<file path="src/rtl/scaler2_pkg.sv">
// Shared types and constants for the horizontal scaler phase sequencer.
// No logic of its own; used by the phase accumulator and the sequencer top.
// No flow control here.
package scaler2_pkg;

  localparam int STEP_DEF    = 4096;
  localparam int SCALE_W_DEF = 16;
  localparam int LINE_W_DEF  = 12;
  localparam int STEP_LOG2   = $clog2(STEP_DEF);

  typedef enum logic [1:0] {
    ST_IDLE  = 2'd0,
    ST_RUN   = 2'd1,
    ST_FLUSH = 2'd2,
    ST_DONE  = 2'd3
  } state_t;

  // Accumulator width: integer pixel index plus fraction, with one guard bit
  // so the position one step past the last pixel still fits.
  function automatic int acc_width(input int line_w, input int step_log2);
    return line_w + step_log2 + 1;
  endfunction

endpackage

</file>
<file path="src/rtl/scaler_phase_acc.sv">
// Output-pixel position accumulator, split into integer index and ROM index.
// Latency: idx/dx reflect the register, updated one cycle after clr/adv.
// No flow control; the sequencer decides when to clear or advance.
module scaler_phase_acc
  import scaler2_pkg::*;
#(
  parameter int STEP    = STEP_DEF,
  parameter int SCALE_W = SCALE_W_DEF,
  parameter int LINE_W  = LINE_W_DEF
) (
  input  logic                      clk,
  input  logic                      rst,
  input  logic                      clr,
  input  logic                      adv,
  input  logic [SCALE_W-1:0]        step,
  output logic [LINE_W:0]           idx,
  output logic [$clog2(STEP/2)-1:0] dx
);

  localparam int PH_BITS = $clog2(STEP);
  localparam int ACC_W   = acc_width(LINE_W, PH_BITS);
  localparam int DX_W    = $clog2(STEP / 2);

  logic [ACC_W-1:0]   acc_q;
  logic [PH_BITS-1:0] frac;

  // Position register: cleared at line start, advanced once per output pixel.
  always_ff @(posedge clk) begin
    if (rst) begin
      acc_q <= '0;
    end else if (clr) begin
      acc_q <= '0;
    end else if (adv) begin
      acc_q <= acc_q + ACC_W'(step);
    end
  end

  assign idx  = acc_q[ACC_W-1:PH_BITS];
  assign frac = acc_q[PH_BITS-1:0];
  // The coefficient ROM holds half as many entries as there are phases.
  assign dx   = DX_W'(frac >> 1);

endmodule

</file>
<file path="src/rtl/scaler_phase_ctrl.sv">
// Horizontal phase sequencer: paces input-pixel intake and emits one descriptor per output pixel.
// Latency: first in_ready 1 cycle after start; descriptor valid the cycle after its last needed input.
// Backpressure: descriptor held stable while out_ready is low; in_ready never overlaps out_valid.
module scaler_phase_ctrl
  import scaler2_pkg::*;
#(
  parameter int STEP    = STEP_DEF,
  parameter int SCALE_W = SCALE_W_DEF,
  parameter int LINE_W  = LINE_W_DEF
) (
  input  logic                      clk,
  input  logic                      rst,
  input  logic [SCALE_W-1:0]        cfg_step,
  input  logic [LINE_W-1:0]         cfg_in_w,
  input  logic [LINE_W-1:0]         cfg_out_w,
  input  logic                      start,
  output logic                      busy,
  output logic                      done,
  output logic                      cfg_err,
  input  logic                      in_valid,
  output logic                      in_ready,
  output logic                      out_valid,
  input  logic                      out_ready,
  output logic [$clog2(STEP/2)-1:0] out_dx,
  output logic [LINE_W-1:0]         out_idx,
  output logic                      out_edge,
  output logic                      out_last
);

  localparam int DX_W  = $clog2(STEP / 2);
  localparam int IDX_W = LINE_W + 1;

  state_t             state_q, state_d;
  logic [SCALE_W-1:0] step_q;
  logic [LINE_W-1:0]  in_w_q, out_w_q, in_cnt_q, out_cnt_q;
  logic [IDX_W-1:0]   acc_idx, idx_p1, in_w_m1, need;
  logic [DX_W-1:0]    acc_dx;
  logic               bad_cfg, feed, last_out, acc_clr;
  logic               in_xfer, out_xfer, done_q, err_q;

  scaler_phase_acc #(
    .STEP    (STEP),
    .SCALE_W (SCALE_W),
    .LINE_W  (LINE_W)
  ) u_acc (
    .clk  (clk),
    .rst  (rst),
    .clr  (acc_clr),
    .adv  (out_xfer),
    .step (step_q),
    .idx  (acc_idx),
    .dx   (acc_dx)
  );

  assign bad_cfg  = (cfg_in_w < LINE_W'(2)) || (cfg_out_w == '0) || (cfg_step == '0);
  // Pixels 0..need must be in hand before the descriptor for the current
  // position is issued; near the right edge that caps at the last pixel.
  assign idx_p1   = acc_idx + IDX_W'(1);
  assign in_w_m1  = {1'b0, in_w_q} - IDX_W'(1);
  assign need     = (idx_p1 < in_w_m1) ? idx_p1 : in_w_m1;
  assign feed     = ({1'b0, in_cnt_q} <= need);
  assign last_out = (out_cnt_q == out_w_q - LINE_W'(1));
  assign in_xfer  = in_valid & in_ready;
  assign out_xfer = out_valid & out_ready;

  // Next-state and handshake decode; a line only ever moves forward.
  always_comb begin
    state_d   = state_q;
    in_ready  = 1'b0;
    out_valid = 1'b0;
    acc_clr   = 1'b0;
    case (state_q)
      ST_IDLE: begin
        if (start) begin
          acc_clr = 1'b1;
          state_d = bad_cfg ? ST_DONE : ST_RUN;
        end
      end
      ST_RUN: begin
        if (feed) begin
          in_ready = 1'b1;
        end else begin
          out_valid = 1'b1;
          if (out_ready && last_out) begin
            // Skip the tail-drain state when the line is already fully read.
            state_d = (in_cnt_q == in_w_q) ? ST_DONE : ST_FLUSH;
          end
        end
      end
      ST_FLUSH: begin
        if (in_cnt_q != in_w_q) begin
          in_ready = 1'b1;
          if (in_valid && (in_cnt_q == in_w_q - LINE_W'(1))) begin
            state_d = ST_DONE;
          end
        end else begin
          state_d = ST_DONE;
        end
      end
      ST_DONE: state_d = ST_IDLE;
      default: state_d = ST_IDLE;
    endcase
  end

  // State, latched configuration, pixel counters and status flags.
  always_ff @(posedge clk) begin
    if (rst) begin
      state_q   <= ST_IDLE;
      step_q    <= '0;
      in_w_q    <= '0;
      out_w_q   <= '0;
      in_cnt_q  <= '0;
      out_cnt_q <= '0;
      done_q    <= 1'b0;
      err_q     <= 1'b0;
    end else begin
      state_q <= state_d;
      done_q  <= (state_q == ST_DONE);
      if ((state_q == ST_IDLE) && start) begin
        step_q    <= cfg_step;
        in_w_q    <= cfg_in_w;
        out_w_q   <= cfg_out_w;
        in_cnt_q  <= '0;
        out_cnt_q <= '0;
        err_q     <= bad_cfg;
      end else begin
        if (in_xfer) begin
          in_cnt_q <= in_cnt_q + LINE_W'(1);
        end
        if (out_xfer) begin
          out_cnt_q <= out_cnt_q + LINE_W'(1);
        end
      end
    end
  end

  assign busy     = (state_q != ST_IDLE);
  assign done     = done_q;
  assign cfg_err  = err_q;
  assign out_dx   = acc_dx;
  assign out_idx  = acc_idx[LINE_W-1:0];
  assign out_edge = out_valid && (idx_p1 >= {1'b0, in_w_q});
  assign out_last = out_valid && last_out;

endmodule

</file>
<file path="config.mk">
export PLATFORM = sky130hd
export DESIGN_NAME = scaler_phase_ctrl
export DESIGN_NICKNAME = d
export VERILOG_FILES = /design/src/rtl/scaler2_pkg.sv /design/src/rtl/scaler_phase_acc.sv /design/src/rtl/scaler_phase_ctrl.sv
export SDC_FILE = /design/constraint.sdc
export NUM_CORES = 1
export LEC_CHECK = 0
export ABC_AREA = 1
export CORE_MARGIN = 2
export CORE_UTILIZATION = 50
export CTS_CLUSTER_SIZE = 24
export DETAILED_ROUTE_END_ITERATION = 7
export PLACE_DENSITY = 0.82
export SLEW_MARGIN = 20
export SYNTH_ARGS = -nofsm -noshare
export SYNTH_HDL_FRONTEND = slang
export SYNTH_SLANG_ARGS = --single-unit
</file>
<file path="constraint.sdc">
create_clock -name clk -period 6.8 [get_ports clk]
set_input_delay 1.36 -clock clk [delete_from_list [all_inputs] [get_ports clk]]
set_output_delay 1.36 -clock clk [all_outputs]
set_load 0.02 [all_outputs]
</file>
# Yosys cells after proc, flatten, opt, wreduce, memory -nomap -nowiden
# Cells that the tools add are included.
[word_totals]
register_bits = 93
inputBits = 45
out_inout_bits = 30
elab_cells = 63
[classes]
addsub = 7
magnitude_cmp = 4
eq_ne = 11
n_mux = 16
bitwise_logic = 2
n_reduce_logical = 14
[op_table]
columns = ["operator", "count"]
rows = [
  ["== test 12 bit", 3],
  ["adder 25 x 16 -> 25 bit", 1],
  ["adder 12 x 1 -> 12 bit (second input constant)", 2],
  ["subtractor 12 x 1 -> 12 bit (second input constant)", 2],
  ["zero test 16 bit", 1],
  ["adder 13 x 1 -> 13 bit (second input constant)", 1],
  [">= comparator 13 x 12 -> 1 bit", 1],
  ["<= comparator 12 x 13 -> 1 bit", 1],
  ["less-than comparator 13 bit", 1],
  ["2-to-1 mux 13 bit", 1],
  ["subtractor 12 x 1 -> 13 bit (second input constant)", 1],
  ["zero test 12 bit", 1],
  ["less-than comparator 12 x 2 -> 1 bit (second input constant)", 1],
  ["2-to-1 mux 2 bit", 6],
  ["!= test 12 bit", 1],
  ["one-hot mux 2 bit (4 select lines)", 1],
  ["2-to-1 mux 1 bit", 7],
  ["!= test 2 bit (second input constant)", 3],
  ["logical AND 1 bit", 5],
  ["== test 2 bit (second input constant)", 2],
  ["AND reduction 4 bit", 1],
  ["OR reduction 2 bit", 2],
  ["!= test 3 bit (second input constant)", 1],
  ["bitwise AND 1 bit", 2],
  ["5 further kinds", 6],
]

# Logic depth before layout (Yosys ltp)
# Gate-level depths: netlist of the first run.
[logic_depth]
ltp_word = 7
depth_mapped = 36
ltp_nobuf = 34

# Modules after synthesis
# A second synthesis of the first run with hierarchy kept.
[hier_totals]
cells_unflattened = 1176
area_unflattened_um2 = 7688.6
[by_module_without_submodules]
columns = ["mod", "instances", "cells_per_inst", "area_per_inst_um2", "seq_area_each_um2"]
rows = [
  ["scaler_phase_ctrl", 1, 805, 5420.2, 1361.3],
  ["scaler_phase_acc", 1, 371, 2268.4, 500.5],
]

# Worst setup path before layout of the first run
# Ideal clock, no wire load.
[synth_timing]
path_kind = "register to output"
startpoint = "register u_acc.acc_q[12]"
endpoint = "output port out_last"
arrival_ns = 4.296
required_ns = 5.440
setup_slack_ns = 1.144
path_stages_with_launch = 30
n_path_buf = 1
path_cell_list = "dfxtp_1 ha_1 nand2_1 nor2_1 nand3_1 nor2_1 nand2_1 xor2_1 inv_1 ha_1 inv_1 o21bai_1 nor2_2 nand2_2 clkbuf_1 nand2_1 o21ai_0 ha_1 nand2_1 nor3_1 nor2_1 o21bai_1 nand2_1 nand2_1 a21oi_1 nor2_1 nand3_2 inv_2 nand2_4 nor4_1"
[synth_via]
elab_chain_len = 7
[synth_rtl]
columns = ["element", "line_no", "text"]
rows = [
  ["start, declared", "scaler_phase_acc.sv:24", "logic [ACC_W-1:0] acc_q;"],
  ["start signal, assigned", "scaler_phase_acc.sv:34", "acc_q <= acc_q + ACC_W'(step);"],
  ["adder 13 x 1 -> 13 bit (*)", "scaler_phase_ctrl.sv:58", "assign idx_p1 = acc_idx + IDX_W'(1);"],
  ["less-than comparator 13 bit", "scaler_phase_ctrl.sv:60", "assign need = (idx_p1 < in_w_m1) ? idx_p1 : in_w_m1;"],
  ["2-to-1 mux 13 bit (*)", "scaler_phase_ctrl.sv:60", ""],
  ["<= comparator 12 x 13 -> 1 bit (*)", "scaler_phase_ctrl.sv:61", "assign feed = ({1'b0, in_cnt_q} <= need);"],
  ["2-to-1 mux 1 bit (*)", "scaler_phase_ctrl.sv:80", "if (feed) begin"],
  ["2-to-1 mux 1 bit (*)", "scaler_phase_ctrl.sv:72", "case (state_q)"],
  ["logical AND 1 bit (*)", "scaler_phase_ctrl.sv:143", "assign out_last = out_valid && last_out;"],
  ["end, declared", "scaler_phase_ctrl.sv:27", "output logic out_last"],
]
# Mark *: on every way between the ends. The rest lies on a longest branch, timed or not.

# Worst setup path in the final report of the first run
[layout_timing]
startpoint = "register in_w_q[0]"
endpoint = "output port in_ready"
[layout_via]
elab_chain_len = 6
word_cells_on_any_way = 8
classes_between = "1 x add/sub; 2 x order compare; 1 x eq/ne; 4 x mux"
[layout_rtl]
columns = ["element", "line_no", "text"]
rows = [
  ["start, declared", "scaler_phase_ctrl.sv:35", "logic [LINE_W-1:0] in_w_q, out_w_q, in_cnt_q, out_cnt_q;"],
  ["start signal, assigned", "scaler_phase_ctrl.sv:121", "in_w_q <= cfg_in_w;"],
  ["subtractor 12 x 1 -> 13 bit", "scaler_phase_ctrl.sv:59", "assign in_w_m1 = {1'b0, in_w_q} - IDX_W'(1);"],
  ["less-than comparator 13 bit", "scaler_phase_ctrl.sv:60", ""],
  ["2-to-1 mux 13 bit", "scaler_phase_ctrl.sv:60", ""],
  ["<= comparator 12 x 13 -> 1 bit", "scaler_phase_ctrl.sv:61", ""],
  ["2-to-1 mux 1 bit", "scaler_phase_ctrl.sv:80", ""],
  ["one-hot mux 1 bit (2 select lines) (*)", "scaler_phase_ctrl.sv:72", ""],
  ["end, declared", "scaler_phase_ctrl.sv:21", "output logic in_ready,"],
]
# Marks and branches as above.

==> results.md, run 1 <==
* Die H at 125 um
* Worst hold path depth at 2
* Final worst path period share at 93.1%
* Slowest CP cell: clkdlybuf4s50_1
* Synthesized cell area at 7360 sq um
* Initial antenna violation count at 0
* Routed Antenna Nets at 0
* Hold_buf cts at 0
* Max-slew violations at 0
* Setup Viol. Count Final at 0
* Starting Density at 50.8%
* Residual DRC at 0
* Vias in the first global route at 6814
* Post-Route Setup TNS at 0 ps
* Antenna Cells at 0
* Cells after synthesis at 1082
* First-pass GRT wire length at 32.4 mm
* Worst-skew pair later-pin latency at 350 ps
* Grt total ovfl at 0
* CP startpoint kind: register
* Yosys top cell area share at 25.3%
* Clock skew at 7.54 ps
* Layout cells sized above 1 at 5.27%
* Critical Path RT at 5440 ps
* Setup crit end kind: output port
* Total chip power at 1.94 mW
* R2R setup slack at 1900 ps
* Drt pass-1 iters at 5
* GPL Wtd Cong at 0.965
* Row count at 44
* Die area at 15700 sq um
* PortBufs at 74
* CP dominant cell by count: nand2_1
* Total track usage at 24.8%
* Leading post-synthesis cells by cell area: dfxtp_1 (25%), nand2_1 (11%), ha_1 (10%), xor2_1 (7.5%), a21oi_1 (6.3%)
* Slew HR at 30.9%
* PwrDens at 232 nW/um^2
* CTS tree: built
* Run status: complete, no violations
* Dpl hpwl at 14.7 mm
* Largest net degree at the start of global routing at 67
* Unrepaired setup endpoints after global routing: false
* Area growth, synth to finish at 13.6%
* Max Freq at 158 MHz
* Clk slew on worst S/H paths at 70 ps
* Wirelength per Cell at 15.0 um
* Core footprint at 14500 sq um
* Delay of the slowest cell on the worst path at 620 ps
* Initial DRC Count at 425
* Area after DPL at 7990 sq um
* CP Data Arrival Time at 4970 ps
* Post-layout min period at 6330 ps
* Critical Path Stages at 27
* Syn avg cell area at 6.80 sq um
* Sequential area share after synthesis at 25.3%
* Synth area leader: dfxtp_1
* Post-Place Cells at 1286
* H-tree Lvls at 3
* TritonCTS Sinks at 93
* Yosys warns at 0
* Io pins at 75
* Vias at 7311
* Post-synth net total at 1187
* Distinct cells, synth at 45
* Detailed-route vias per instance at 5.61
* HP Class: register to register
* Final WL at 19.5 mm
* WS Path Type: register to output port
* Final #Nets at 1219
* Top Family by Delay on Critical Path: simple AND/OR/NAND/NOR gates
* Chip width at 125 um
* Maxcap violations at 0
* TritonCTS Buffers at 9
* Clk root buf: clkbuf_16
* Synthesized flop and latch total at 93
* Clock buffer depth at 2
* Lkg Pwr at 3.57 nW
* CP Max Fanout at 13
* Fin area at 8360 sq um
* Reg2Reg Depth at 29
* Slew at the pin closest to its max-slew limit at 1030 ps
* VDD IR max at 116 uV
* Layout Cells excl Fill at 1303
* Critical path buffers and inverters at 3
* Hold Violations, Final at 0
==> cell type report <==
cell class / count / area, sq um
tap: 184 / 230
timing repair buffer: 77 / 771
multi-input combinational: 842 / 4820
clock inverter: 5 / 81.3
fill: 1347 / 6120
clock buffer: 11 / 253
inverter: 91 / 344
sequential: 93 / 1860
==> metal layers <==
| layer | vias up | wire length (um) | track usage, % |
|---|---|---|---|
| met3 | 52 | 1120 | 3.08 |
| met1 | 3341 | 8180 | 30.5 |
| met4 | 0 | 464 | 8.63 |
| met2 | 255 | 9750 | 44.6 |
| met5 | - | 0 | 0 |
| li1 | 3663 | - | - |
==> cells in the final DEF (no fill, tap or decap), types with 3 or more instances in the layout <==
cell / netlist / final
nor4_1: 18 / 18
clkbuf_16: 0 / 9
or2_2: 4 / 4
a21oi_1: 93 / 93
xnor2_1: 23 / 23
nor2_1: 119 / 118
o21ai_0: 93 / 93
inv_2: 7 / 7
nand4_1: 36 / 36
nand2_2: 9 / 10
clkdlybuf4s50_1: 0 / 71
o21bai_1: 3 / 3
nor3_1: 20 / 20
ha_1: 59 / 59
nand2_1: 221 / 220
nand3_2: 3 / 3
inv_1: 82 / 81
buf_4: 26 / 3
nand3_1: 43 / 43
nor2_4: 5 / 5
nand3b_1: 3 / 3
nor2_2: 4 / 5
o22ai_1: 4 / 4
dfxtp_1: 93 / 93
dlymetal6s2s_1: 0 / 3
xor2_1: 63 / 62
==> tightest hold or removal path, delay by kind of cell, from the launching register on <==
kind / cells / cell delay (ps)
AOI/OAI and AO/OA: 1 / 50
DFF: 1 / 310
and+or+nand+nor: 1 / 60
==> Yosys cell counts (all sizes together) <==
master   count
nand2      232
nor2       129
o21ai       94
a21oi       93
dfxtp       93
inv         90
xor2        63
ha          59
nand3       46
nand4       36
buf         35
xnor2       23
clkbuf      22
nor3        20
nor4        18
o22ai        4
or2          4
nand3b       3
o21bai       3
a31oi        2
o211ai       2
a2111oi      1
a211oi       1
a21o         1
a221oi       1
clkinv       1
fa           1
nor3b        1
o2111ai      1
o21a         1
o221ai       1
o311ai       1
==> metrics by stage <==
stage | setup WS, ps | hold WS (ps) | utilization (%)
global placement | 647 | 450 | 55.2
detailed placement | 433 | 461 | 55.2
finish | 466 | 465 | 57.7
floorplan | 1140 | 439 | -
global route | 15.0 | 495 | 57.7
CTS | 45.9 | 471 | 57.5
==> flip-flops by register name, indices dropped and copies added (netlist names) <==
| name | flops |
|---|---|
| cfg_err | 1 |
| out_w_q | 12 |
| in_w_q | 12 |
| state_q | 2 |
| u_acc.acc_q | 25 |
| in_cnt_q | 12 |
| out_cnt_q | 12 |
| done | 1 |
| step_q | 16 |
==> worst paths after layout <==
check,start,endpoint
worst max-delay path,in_w_q[0],in_ready
worst min-delay path,out_cnt_q[10],out_cnt_q[10]
worst max register to register,in_w_q[0],in_cnt_q[10]
worst min register to register,out_cnt_q[10],out_cnt_q[10]
==> cell families (layout without fill, tap and decap cells) <==
family	after synthesis	in the layout	synth area share (%)
AND/OR/NAND/NOR	489	490	29.9
AO/OA/AOI/OAI	206	206	14.6
buffers and inverters	148	184	9.56
flip-flops	93	93	25.3
XOR/XNOR	86	86	10.2
adder cells (fa/ha/maj)	60	60	10.3
==> power breakdown <==
part | leakage, nW | total [mW] | switching, mW | internal [mW]
registers | 0.759 | 0.649 | 0.0494 | 0.600
logic | 2.64 | 0.721 | 0.471 | 0.250
clock network | 0.167 | 0.565 | 0.221 | 0.344
total | 3.57 | 1.94 | 0.742 | 1.19
==> what timing repair did <==
item                       CTS  global route
setup endpoints to repair    0             4
setup buffers                0             0
gates resized for setup      0             6
Note: power is estimated with default switching activity, not from simulation.
==> inputs of run 2 (changes only) <==
--- a/config.mk
+++ b/config.mk
@@ -10,7 +10,7 @@
 export CORE_UTILIZATION = 50
 export CTS_CLUSTER_SIZE = 24
 export DETAILED_ROUTE_END_ITERATION = 7
-export PLACE_DENSITY = 0.82
+export PLACE_DENSITY_LB_ADDON = 0.3
 export SLEW_MARGIN = 20
 export SYNTH_ARGS = -nofsm -noshare
 export SYNTH_HDL_FRONTEND = slang
==> results.md, run 2 (synthesized netlist as in run 1, its figures left out) <==
* Run status: complete, no violations
* Detailed-route vias per instance at 5.52
* Top flop regs: u_acc.acc_q: 25 flops, step_q: 16 flops
* Clock power frac at 29.1%
* HP Class: register to register
* Clock buffer depth at 2
* # fillers at 1393
* Setup crit end kind: output port
* Hold_buf cts at 0
* CP startpoint kind: register
* Max Freq at 159 MHz
* Worst hold path depth at 2
* Logic pwr share at 37.3%
* PortBufs at 74
* HP Start: out_cnt_q[7]
* Slew HR at 31.5%
* H-tree Lvls at 3
* Critical Path RT at 5440 ps
* Register area at 1860 sq um
* Starting Density at 50.8%
* Top sig layer: met4
* Clk root buf: clkbuf_16
* Dpl hpwl at 14.6 mm
* WS Path Type: register to output port
* Max-slew violations at 0
* TritonCTS Buffers at 9
* Most frequent cells in the layout: nand2_1 (220), nor2_1 (118), o21ai_0 (93), a21oi_1 (93), dfxtp_1 (93)
* R2R setup slack at 1970 ps
* Post-layout min period at 6310 ps
* Chip width at 125 um
* Row count at 44
* VDD IR max at 151 uV
* Reg2Reg Depth at 31
* Post-Place Cells at 1286
* Final worst path period share at 92.8%
* Net Sw Frac at 38.3%
* Clk slew on worst S/H paths at 60 ps
* Met2 WL at 9.08 mm
* Multi-input gate area at 4820 sq um
* Vias at 7192
* Initial antenna violation count at 0
* Max reg flops at 25
* Metal-1 WL at 8.59 mm
* Top reg by flops: u_acc.acc_q
* Final WL at 19.4 mm
* Io pins at 75
* First-pass GRT wire length at 32.2 mm
* Drt pass-1 iters at 5
* Largest net degree at the start of global routing at 67
* Core footprint at 14500 sq um
* Lkg Pwr at 3.56 nW
* Routed Antenna Nets at 0
* Int Pwr at 1.19 mW
* Reg2Reg Capture Point: in_cnt_q[0]
* Post-Route Setup TNS at 0 ps
* Area growth, synth to finish at 13.5%
* Final #Nets at 1219
* Layout Cells excl Fill at 1302
* PwrDens at 231 nW/um^2
* Die area at 15700 sq um
* WL met3 at 1.17 mm
* TritonCTS Sinks at 93
* Post-CTS Setup Bufs at 0
* Worst-skew pair later-pin latency at 350 ps
* Worst hold endpoint: out_cnt_q[7]
* Delay of the slowest cell on the worst path at 620 ps
* Wirelength per Cell at 14.9 um
* Antenna Cells at 0
* Total track usage at 24.8%
* Initial DRC Count at 414
* Hold Violations, Final at 0
* CP Data Arrival Time at 4950 ps
* Layout cells sized above 1 at 5.10%
* CTS tree: built
* Flop pwr share at 33.6%
* Switching power of the nets at 0.739 mW
* Maxcap violations at 0
* Residual DRC at 0
* Slowest CP cell: clkdlybuf4s50_1
* Clock skew at 8.77 ps
* Reg-to-reg startpoint: in_w_q[0]
* CP Max Fanout at 13
* Slew at the pin closest to its max-slew limit at 1020 ps
* Grt total ovfl at 0
* Unrepaired setup endpoints after global routing: false
* CP dominant cell by count: nand2_1
* Most common cell after layout, fill and taps aside: nand2_1
* Vias in the first global route at 6684
* Setup Viol. Count Final at 0
* GPL Wtd Cong at 0.966
* Die H at 125 um
[run 2: layout make-up]
class	count	share of cell area, %
clock buffers	12	3.07
clock inverters	3	0.824
inverters	91	4.12
multi-input cells	842	57.7
flip-flops and latches	93	22.3
well taps	184	2.76
repair buffers	77	9.23
[run 2: critical path, delay by kind of cell, from the launching register on]
family	cells	cell delay [ps]
XOR/XNOR	1	210
buffers and inverters	3	880
AO/OA/AOI/OAI	6	670
AND/OR/NAND/NOR	15	1620
flip-flops	1	340
adder cells (fa/ha/maj)	3	870
[run 2: timing repair]
action | CTS | global route
endpoints found under the hold margin | 0 | 0
endpoints found under the setup margin | 0 | 4
resized for setup | 0 | 6
[run 2: how the worst max path moves through the flow]
| stage | startpoint | slack, ps | endpoint |
|---|---|---|---|
| finish | in_w_q[0] | 490 | in_ready |
| global route | in_w_q[0] | 70 | in_ready |
| CTS | in_w_q[0] | 130 | out_last |
| detailed placement | in_w_q[0] | 510 | out_last |
| global placement | u_acc.acc_q[13] | 690 | out_last |
| floorplan | u_acc.acc_q[12] | 1140 | out_last |
[run 2: layer usage]
metal	GRT usage (%)	vias to the layer above
li1	-	3665
met5	0	-
met1	32.3	3241
met3	3.38	49
met4	9.28	0
met2	41.9	237
[run 2: power groups by stage]
| stage | combinational, mW | sequential, mW | clock (mW) |
|---|---|---|---|
| 3_5_place_dp | 0.704 | 0.660 | 0 |
| 6_report | 0.720 | 0.649 | 0.561 |
| 2_1_floorplan | 0.531 | 0.649 | 0 |
| 3_3_place_gp | 0.695 | 0.659 | 0 |
| 5_1_grt | 0.805 | 0.656 | 0.597 |
| 4_1_cts | 0.711 | 0.648 | 0.568 |
[run 2: stage by stage]
step                      util, %  area (sq um)  setup slack (ps)  hold WS, ps  total power, mW
after floorplan                 -          7360              1140          439             1.18
after global placement       55.2          7990               686          452             1.35
after detailed placement     55.2          7990               507          464             1.36
after CTS                    57.5          8320               126          474             1.93
after global routing         57.7          8350              68.9          495             2.06
final                        57.7          8350               492          472             1.93
